==> config.mk <==
export PLATFORM = sky130hd
export DESIGN_NAME = gpioemu_mulpop
export DESIGN_NICKNAME = d
export VERILOG_FILES = /design/src/rtl/gpioemu_mulpop.sv
export SDC_FILE = /design/constraint.sdc
export NUM_CORES = 1
export LEC_CHECK = 0
export CAP_MARGIN = 5
export CORE_MARGIN = 4
export CORE_UTILIZATION = 41
export DETAILED_ROUTE_END_ITERATION = 8
export GPL_TIMING_DRIVEN = 0
export PLACE_DENSITY_LB_ADDON = 0.05
export SLEW_MARGIN = 20
export SYNTH_ARGS = -nofsm -noshare
export SYNTH_HDL_FRONTEND = slang
export SYNTH_SLANG_ARGS = --single-unit
==> constraint.sdc <==
create_clock -name clk -period 6.05 [get_ports clk]
set_clock_uncertainty 0.1 [all_clocks]
set_input_delay 1.5125 -clock clk [delete_from_list [all_inputs] [get_ports clk]]
set_output_delay 1.5125 -clock clk [all_outputs]
set_load 0.02 [all_outputs]
==> src/rtl/gpioemu_mulpop.sv <==
// rtl/gpioemu_mulpop.sv - bus-mapped shift-add multiplier with popcount, op counter and GPIO capture
// Optional macro GPIOEMU_MULPOP_PRODHI_EN maps product[2*OP_W-1:32] at 0x0394.
module gpioemu_mulpop #(
  parameter int OP_W  = 24,
  parameter int CNT_W = 16
) (
  input  logic        clk,
  input  logic        n_reset,
  input  logic [15:0] saddress,
  input  logic        srd,
  input  logic        swr,
  input  logic [31:0] sdata_in,
  output logic [31:0] sdata_out,
  input  logic [31:0] gpio_in,
  input  logic        gpio_latch,
  output logic [31:0] gpio_out,
  output logic [31:0] gpio_in_s_insp
);

  localparam int PW = 2 * OP_W;

  localparam logic [15:0] ADDR_A1      = 16'h037F;
  localparam logic [15:0] ADDR_A2      = 16'h0388;
  localparam logic [15:0] ADDR_PROD_LO = 16'h0390;
  localparam logic [15:0] ADDR_PROD_HI = 16'h0394;
  localparam logic [15:0] ADDR_POP     = 16'h0398;
  localparam logic [15:0] ADDR_STATUS  = 16'h03A0;
  localparam logic [15:0] ADDR_CTRL    = 16'h03A1;

  typedef enum logic [1:0] {
    S_IDLE,
    S_MULT,
    S_COUNT,
    S_DONE
  } state_e;

  state_e            state_q,     state_d;
  logic [OP_W-1:0]   a1_q,        a1_d;
  logic [OP_W-1:0]   a2_q,        a2_d;
  logic [PW-1:0]     mcand_q,     mcand_d;
  logic [OP_W-1:0]   mplier_q,    mplier_d;
  logic [PW-1:0]     product_q,   product_d;
  logic [5:0]        bit_cnt_q,   bit_cnt_d;
  logic [5:0]        pop_q,       pop_d;
  logic [CNT_W-1:0]  cnt_q,       cnt_d;
  logic              ready_q,     ready_d;
  logic              valid_q,     valid_d;
  logic              err_q,       err_d;
  logic              srd_prev_q,  srd_prev_d;
  logic              swr_prev_q,  swr_prev_d;
  logic [31:0]       gpio_in_s_q, gpio_in_s_d;
  logic [31:0]       sdata_out_q, sdata_out_d;

  logic        busy;
  logic        rd_edge;
  logic        wr_edge;
  logic        ctrl_wr;
  logic [63:0] prod64;
  logic [5:0]  pop_calc;
  logic [15:0] cnt16;
  logic        unused_sdata;

  assign busy    = (state_q != S_IDLE);
  assign rd_edge = srd & ~srd_prev_q;
  assign wr_edge = swr & ~swr_prev_q;
  assign ctrl_wr = wr_edge && (saddress == ADDR_CTRL);

  // Only the low OP_W bits and the two control bits are meaningful.
  assign unused_sdata = ^sdata_in;

  // Product zero-extended to 64 bits so word selects work for any OP_W.
  always_comb begin
    prod64           = '0;
    prod64[PW-1:0]   = product_q;
  end

  always_comb begin
    pop_calc = '0;
    for (int i = 0; i < 32; i++) begin
      pop_calc = pop_calc + {5'b0, prod64[i]};
    end
  end

  always_comb begin
    cnt16            = '0;
    cnt16[CNT_W-1:0] = cnt_q;
  end

  always_comb begin
    state_d     = state_q;
    a1_d        = a1_q;
    a2_d        = a2_q;
    mcand_d     = mcand_q;
    mplier_d    = mplier_q;
    product_d   = product_q;
    bit_cnt_d   = bit_cnt_q;
    pop_d       = pop_q;
    cnt_d       = cnt_q;
    ready_d     = ready_q;
    valid_d     = valid_q;
    err_d       = err_q;
    srd_prev_d  = srd;
    swr_prev_d  = swr;
    gpio_in_s_d = gpio_latch ? gpio_in : gpio_in_s_q;
    sdata_out_d = sdata_out_q;

    // Reads see pre-write state, so the mux uses only _q values.
    if (rd_edge) begin
      sdata_out_d = '0;
      case (saddress)
        ADDR_PROD_LO: if (!busy) sdata_out_d = prod64[31:0];
`ifdef GPIOEMU_MULPOP_PRODHI_EN
        ADDR_PROD_HI: if (!busy) sdata_out_d = prod64[63:32];
`endif
        ADDR_POP:     if (!busy) sdata_out_d = {26'b0, pop_q};
        ADDR_STATUS: begin
          sdata_out_d = {29'b0, err_q, ready_q, valid_q};
          err_d       = 1'b0;
        end
        default: ;
      endcase
    end

    if (wr_edge && !busy) begin
      if (saddress == ADDR_A1) a1_d = sdata_in[OP_W-1:0];
      if (saddress == ADDR_A2) a2_d = sdata_in[OP_W-1:0];
    end

    case (state_q)
      S_IDLE: begin
        if (ctrl_wr && sdata_in[0]) begin
          state_d   = S_MULT;
          mcand_d   = PW'(a1_q);
          mplier_d  = a2_q;
          product_d = '0;
          pop_d     = '0;
          bit_cnt_d = '0;
          ready_d   = 1'b0;
          valid_d   = 1'b0;
          err_d     = 1'b0;
        end
      end
      S_MULT: begin
        if (mplier_q[0]) product_d = product_q + mcand_q;
        mcand_d   = mcand_q << 1;
        mplier_d  = mplier_q >> 1;
        bit_cnt_d = bit_cnt_q + 6'd1;
        if (bit_cnt_q == 6'(OP_W - 1)) state_d = S_COUNT;
      end
      S_COUNT: begin
        pop_d   = pop_calc;
        state_d = S_DONE;
      end
      S_DONE: begin
        valid_d = (prod64[63:32] == 32'd0);
        ready_d = 1'b1;
        cnt_d   = cnt_q + CNT_W'(1);
        state_d = S_IDLE;
      end
      default: state_d = S_IDLE;
    endcase

    // Abort outranks everything, including the DONE-cycle count increment.
    if (ctrl_wr && busy) begin
      if (sdata_in[1]) begin
        state_d   = S_IDLE;
        product_d = '0;
        pop_d     = '0;
        cnt_d     = cnt_q;
        ready_d   = 1'b1;
        valid_d   = 1'b0;
      end else if (sdata_in[0]) begin
        err_d = 1'b1;
      end
    end
  end

  always_ff @(posedge clk or negedge n_reset) begin
    if (!n_reset) begin
      state_q     <= S_IDLE;
      a1_q        <= '0;
      a2_q        <= '0;
      mcand_q     <= '0;
      mplier_q    <= '0;
      product_q   <= '0;
      bit_cnt_q   <= '0;
      pop_q       <= '0;
      cnt_q       <= '0;
      ready_q     <= 1'b1;
      valid_q     <= 1'b0;
      err_q       <= 1'b0;
      srd_prev_q  <= 1'b0;
      swr_prev_q  <= 1'b0;
      gpio_in_s_q <= '0;
      sdata_out_q <= '0;
    end else begin
      state_q     <= state_d;
      a1_q        <= a1_d;
      a2_q        <= a2_d;
      mcand_q     <= mcand_d;
      mplier_q    <= mplier_d;
      product_q   <= product_d;
      bit_cnt_q   <= bit_cnt_d;
      pop_q       <= pop_d;
      cnt_q       <= cnt_d;
      ready_q     <= ready_d;
      valid_q     <= valid_d;
      err_q       <= err_d;
      srd_prev_q  <= srd_prev_d;
      swr_prev_q  <= swr_prev_d;
      gpio_in_s_q <= gpio_in_s_d;
      sdata_out_q <= sdata_out_d;
    end
  end

  assign sdata_out      = sdata_out_q;
  assign gpio_out       = {15'b0, busy, cnt16};
  assign gpio_in_s_insp = gpio_in_s_q;

endmodule

### After elaboration in Yosys (flattened, before gate mapping)

Index checks and enable logic that the tools add are counted.

| cells by class | value |
|---|---|
| add/sub/neg operators | 34 |
| eq/ne operators | 12 |
| mux-type cells | 41 |
| bitwise logic cells | 4 |
| reduce and logical (&&, ||, !) cells | 12 |

Operators with widths:

| cell | count |
|---|---|
| 48-bit 2-to-1 mux | 5 |
| 48-bit one-hot mux with 2 select lines | 2 |
| 6-bit by 1-bit adder with 6-bit output | 26 |
| 16-bit by 10-bit == test with 1-bit output, second input constant | 6 |
| 32-bit one-hot mux with 3 select lines | 1 |
| 48-bit adder | 1 |
| 16-bit 2-to-1 mux | 3 |
| 24-bit one-hot mux with 2 select lines | 1 |
| 32-bit zero test | 1 |
| 32-bit 2-to-1 mux | 1 |
| 6-bit 2-to-1 mux | 5 |
| 24-bit 2-to-1 mux | 1 |
| 6-bit one-hot mux with 2 select lines | 2 |
| 16-bit by 1-bit adder with 16-bit output, second input constant | 1 |
| 1-bit 2-to-1 mux | 13 |
| 2-bit 2-to-1 mux | 4 |
| 2-bit one-hot mux with 4 select lines | 1 |
| 5-bit by 1-bit adder with 6-bit output | 1 |
| 6-bit by 1-bit adder with 6-bit output, second input constant | 1 |
| 6-bit by 5-bit == test with 1-bit output, second input constant | 1 |
| 2-bit AND reduction | 3 |
| 4-bit by 1-bit adder with 5-bit output | 1 |
| 3-bit by 1-bit adder with 4-bit output | 1 |
| 2-bit == test, second input constant | 2 |
| other kinds (11) | 19 |

| storage, ports and cells | value |
|---|---|
| bits in registers | 267 |
| input bits | 85 |
| output and inout bits | 96 |
| word-level logic and storage cells | 119 |

### Logic depth before layout (Yosys ltp)

| depth | value |
|---|---|
| depth after elaboration | 34 |
| mapped depth | 16 |
| gate-level depth less buffers | 16 |

### Least setup slack after synthesis

Ideal clock, no wire load.

| path | value |
|---|---|
| path type | flip-flop to flip-flop |
| from | register product_q[1] |
| to | register pop_q[4] |
| library setup time | 132 ps |
| arrival | 4561 ps |
| required time | 5818 ps |
| slack | 1257 ps |
| cell stages (with the launch flop) | 16 |
| buffers on the path | 0 |
| period minus slack after synthesis | 4793 ps |
| path through | dfrtp_1 > inv_1 > fa_1 > fa_1 > fa_1 > fa_1 > fa_1 > fa_1 > inv_1 > ha_1 > fa_1 > a21o_1 > a21oi_1 > xnor2_1 > a22oi_1 > nor2_1 |

| between the ends | value |
|---|---|
| longest elaborated chain between the ends | 34 |

RTL lines:

| element | line | text |
|---|---|---|
| start: declaration | 42 | `logic [PW-1:0] product_q, product_d;` |
| start signal: assignment | 202 | `product_q <= product_d;` |
| 1-bit by 1-bit adder with 2-bit output * | 80 | `pop_calc = pop_calc + {5'b0, prod64[i]};` |
| 2-bit by 1-bit adder with 3-bit output * | 80 |  |
| 3-bit by 1-bit adder with 4-bit output * | 80 |  |
| 4-bit by 1-bit adder with 5-bit output * | 80 |  |
| 5-bit by 1-bit adder with 6-bit output * | 80 |  |
| 6-bit by 1-bit adder with 6-bit output * (26 in series) | 80 |  |
| 6-bit one-hot mux with 2 select lines * | 129 | `case (state_q)` |
| 6-bit 2-to-1 mux | 165 | `if (sdata_in[1]) begin` |
| 6-bit 2-to-1 mux * | 164 | `if (ctrl_wr && busy) begin` |
| via pop_d[4] | 44 | `logic [5:0] pop_q, pop_d;` |
| end signal: assignment | 204 | `pop_q <= pop_d;` |
| end: declaration | 44 |  |

The timed path passes the listed nets; every way through them passes the cells marked *.
A chain may end at the register's enable or synchronous reset.

### Worst setup path in the final report

Same ends and word-level chain as after synthesis.

==> out/qor.csv <==
stage,metric,value,unit
clock_network,cts_tree,done,
clock_network,cts_made_buffers,31,
yosys,synth-compound-area-share,16.1,%
placement,place_congestion,0.913,
placement,port_buffers,156,
routing,vias,11100,
critical_path,critPathMaxFanout,5,
cells_and_area,finalNetCount,1768,
yosys,ys_seq_area_share,46.3,%
grt,antenna_found_initial,0,
clock_network,cts_resized,0,
clock_network,postCtsSetupRepairBufs,0,
power_and_ir_drop,power,4.88,mW
yosys,synth_warnings,0,
hold_path,hold_path.class,register to register,
timing,slew_headroom,25.9,%
timing,period_share,85.2,%
routing,antenna_left,0,
critical_path,path_class,register to register,
grt,gr-usage-met2,33.0,%
placement,dpl_worst_slack,747,ps
critical_path,crit_path_start_kind,register,
floorplan,die_height,196,um
routing,avgRoutedWirePerCell,18.9,um
cells_and_area,fin_area,17800,sq um
cells_and_area,drive_above_1_share,11.1,%
grt,grt_pass1_wl,63800,um
yosys,synth.distinct_cells,74,
clock_network,clkLatencyLatePin,570,ps
critical_path,cp_common_cell,fa_1,
yosys,synth_ff_type,dfrtp_1,
clock_network,postCtsHoldBufs,0,
grt,first_global_vias,11200,
timing,setup_ws,896,ps
floorplan,num_rows,68,
yosys,ys_ff_latch,267,
floorplan,die_w,196,um
clock_network,clk_path_buf_depth,3,
critical_path,cp.arrival,5490,ps
yosys,synth_fa_ha_area_share,8.67,%
job,maxCapViolCount,0,
critical_path,slowest_stage,fa_1,
grt,globalRouteOverflowTotal,0,
routing,vias_per_cell,5.35,
placement,hpwl,29600,um
timing,rsz0062_at_grt,no,
grt,met1_usage,29.1,%
timing,hold_viol_final,0,
floorplan,start_util,41.7,%
yosys,synth.avg_cell_area,10.4,sq um
power_and_ir_drop,p_leak,8.40,nW
clock_network,cts_num_sinks,267,
power_and_ir_drop,ir_drop,252,uV
yosys,synth_edf_count,0,
yosys,syn_inst,1392,
run_status,outcome,finished clean,
critical_path,critPathMaxStageDelay,560,ps
routing,post-route-drc-count,0,
critical_path,crit_path_end_kind,register,
timing,tightestPinTransition,1100,ps
timing,finalSetupViolCount,0,
grt,grt_most_used_layer,met2,
power_and_ir_drop,power.density,274,nW/um^2
routing,drt-total-wl,39300,um
cells_and_area,area_growth,23.3,%
routing,dr.pass1.iters,7,
clock_network,cts.htree.levels,1,
yosys,synthesis.area,14400,sq um
yosys,synth-simple-area-share,10.9,%
yosys,synth_top_family_by_area,compound AO/OA/AOI/OAI gates,
timing,fmax,0.194,GHz
grt,grt_max_degree,91,
grt,grt.met3_usage,3.04,%
timing,slew_viol_final,0,
grt,grt.total_usage,20.4,%
clock_network,cts-root-buf,clkbuf_16,
routing,drt_first_iter_violations,659,
yosys,synthMuxAreaShare,9.80,%
critical_path,critPathRequiredTime,6380,ps
timing,period_needed,5150,ps
cells_and_area,diodes,0,
yosys,ys_async_sr_fraction,100,%
floorplan,top_level_ports,181,
floorplan,coreArea,34600,sq um
floorplan,die_area,38300,sq um
critical_path,cp_cell_sequence,inv_1 -> fa_1 -> fa_1 -> fa_1 -> fa_1 -> fa_1 -> fa_1 -> inv_1 -> ha_1 -> fa_1 -> a21o_1 -> a21oi_1 -> xnor2_1 -> a22oi_1 -> nor2_1,
yosys,synth_xor_area_share,3.88,%
placement,place_area,16700,sq um
clock_network,cts.clk_slew.worst_paths,60,ps
[routing by layer]
metal / wire length (um) / vias up
li1: - / 5351
met1: 18200 / 5458
met2: 18100 / 261
met3: 1990 / 52
met4: 899 / 0
met5: 0 / -
[Yosys cell counts, drive strengths merged (6+ instances only)]
cell type,n,share of area (%)
dfrtp,266,46
nand2,155,4.0
o21ai,111,4.0
mux2,82,6.4
nor2,81,2.1
a21oi,71,2.5
ha,60,5.2
inv,59,1.5
clkbuf,52,1.4
mux2i,49,3.4
a22o,42,2.5
xnor2,39,2.4
a22oi,35,1.8
a21o,34,1.8
buf,31,1.4
fa,25,3.5
xor2,25,1.5
nand3,24,0.92
nand4,15,0.65
nor3,13,0.53
and3,10,0.43
and2,9,0.41
nor4,8,0.39
a211oi,7,0.36
nand2b,7,0.30
a221oi,6,0.41
nor2b,6,0.26
o211ai,6,0.31
o21a,6,0.31
[critical path, delay by kind of cell, from the launching register on]
kind / cells / cell delay [ps]
buffers and inverters: 2 / 140
XOR/XNOR: 1 / 90
adder cells (fa/ha/maj): 8 / 3610
flip-flops: 1 / 520
AO/OA/AOI/OAI: 3 / 490
AND/OR/NAND/NOR: 1 / 60
[path summary, 6_finish.rpt]
kind,slack [ps],end,depth (start not counted),from
worst min register to register,370,cnt16[15]$_DFFE_PN0P_,1,cnt16[15]$_DFFE_PN0P_
worst max-delay path,900,pop_q[4]$_DFF_PN0_,15,product_q[1]$_DFF_PN0_
max in group asynchronous,4010,product_q[21]$_DFF_PN0_,3,n_reset
worst min-delay path,370,cnt16[15]$_DFFE_PN0P_,1,cnt16[15]$_DFFE_PN0P_
min in group asynchronous,660,gpio_in_s_insp[8]$_DFFE_PN0P_,1,n_reset
worst max register to register,900,pop_q[4]$_DFF_PN0_,15,product_q[1]$_DFF_PN0_
[power breakdown]
part	internal [mW]	total [mW]	switching [mW]
clock network	1.18	1.94	0.759
logic	0.348	1.03	0.681
registers	1.85	1.91	0.0587
[cell families after synthesis]
group | Yosys count
fa+ha+maj | 85
other cells | 1
compound gates | 356
buf+inv | 143
xor+xnor | 64
flops | 267
mux | 131
simple gates | 345
[layout by cell type, fill, tap and decap left out, types with 7 or more instances in the layout]
| cell type | count |
|---|---|
| clkbuf_1 | 58 |
| and3_1 | 10 |
| inv_1 | 58 |
| clkbuf_16 | 31 |
| nor4_1 | 7 |
| clkbuf_8 | 9 |
| nand3_1 | 23 |
| buf_2 | 8 |
| o21ai_1 | 8 |
| a21oi_1 | 71 |
| a22o_1 | 42 |
| nand2b_1 | 7 |
| clkdlybuf4s50_1 | 155 |
| buf_4 | 16 |
| clkinv_2 | 7 |
| nand4_1 | 15 |
| fa_1 | 25 |
| nor2_1 | 80 |
| a22oi_1 | 35 |
| xnor2_1 | 39 |
| ha_1 | 60 |
| mux2i_1 | 49 |
| nand2_1 | 155 |
| dfrtp_1 | 266 |
| conb_1 | 15 |
| a211oi_1 | 7 |
| mux2_2 | 82 |
| and2_1 | 7 |
| o21ai_0 | 101 |
| nor3_1 | 11 |
| xor2_1 | 25 |
| a21o_1 | 34 |
[state kept, by name (all words and copies together), names as in the netlist, 6 cells and up]
signal	flops
bit_cnt_q	6
sdata_out	32
mcand_q	48
product_q	48
pop_q	6
a1_q	24
gpio_in_s_insp	32
mplier_q	24
a2_q	24
cnt16	16
[metrics by stage]
stage,utilization [%],TNS (ps),cells,hold WS [ps]
after CTS,51.4,0,2078,374
final,51.4,0,2078,373
after global routing,51.4,0,2078,404
after global placement,48.0,-2282150,2017,362
after floorplan,-,0,1406,350
after detailed placement,48.3,0,2020,366
[cell type report]
type                    count  area, sq um
well taps                 455          569
multi-input cells         996         7190
clock inverters            11          145
fillers                  3201        16800
repair buffers            159         1650
flip-flops and latches    267         6680
clock buffers              47          926
inverters                  60          225
plain buffers              83          398
Note: power is estimated with default switching activity, not from simulation.
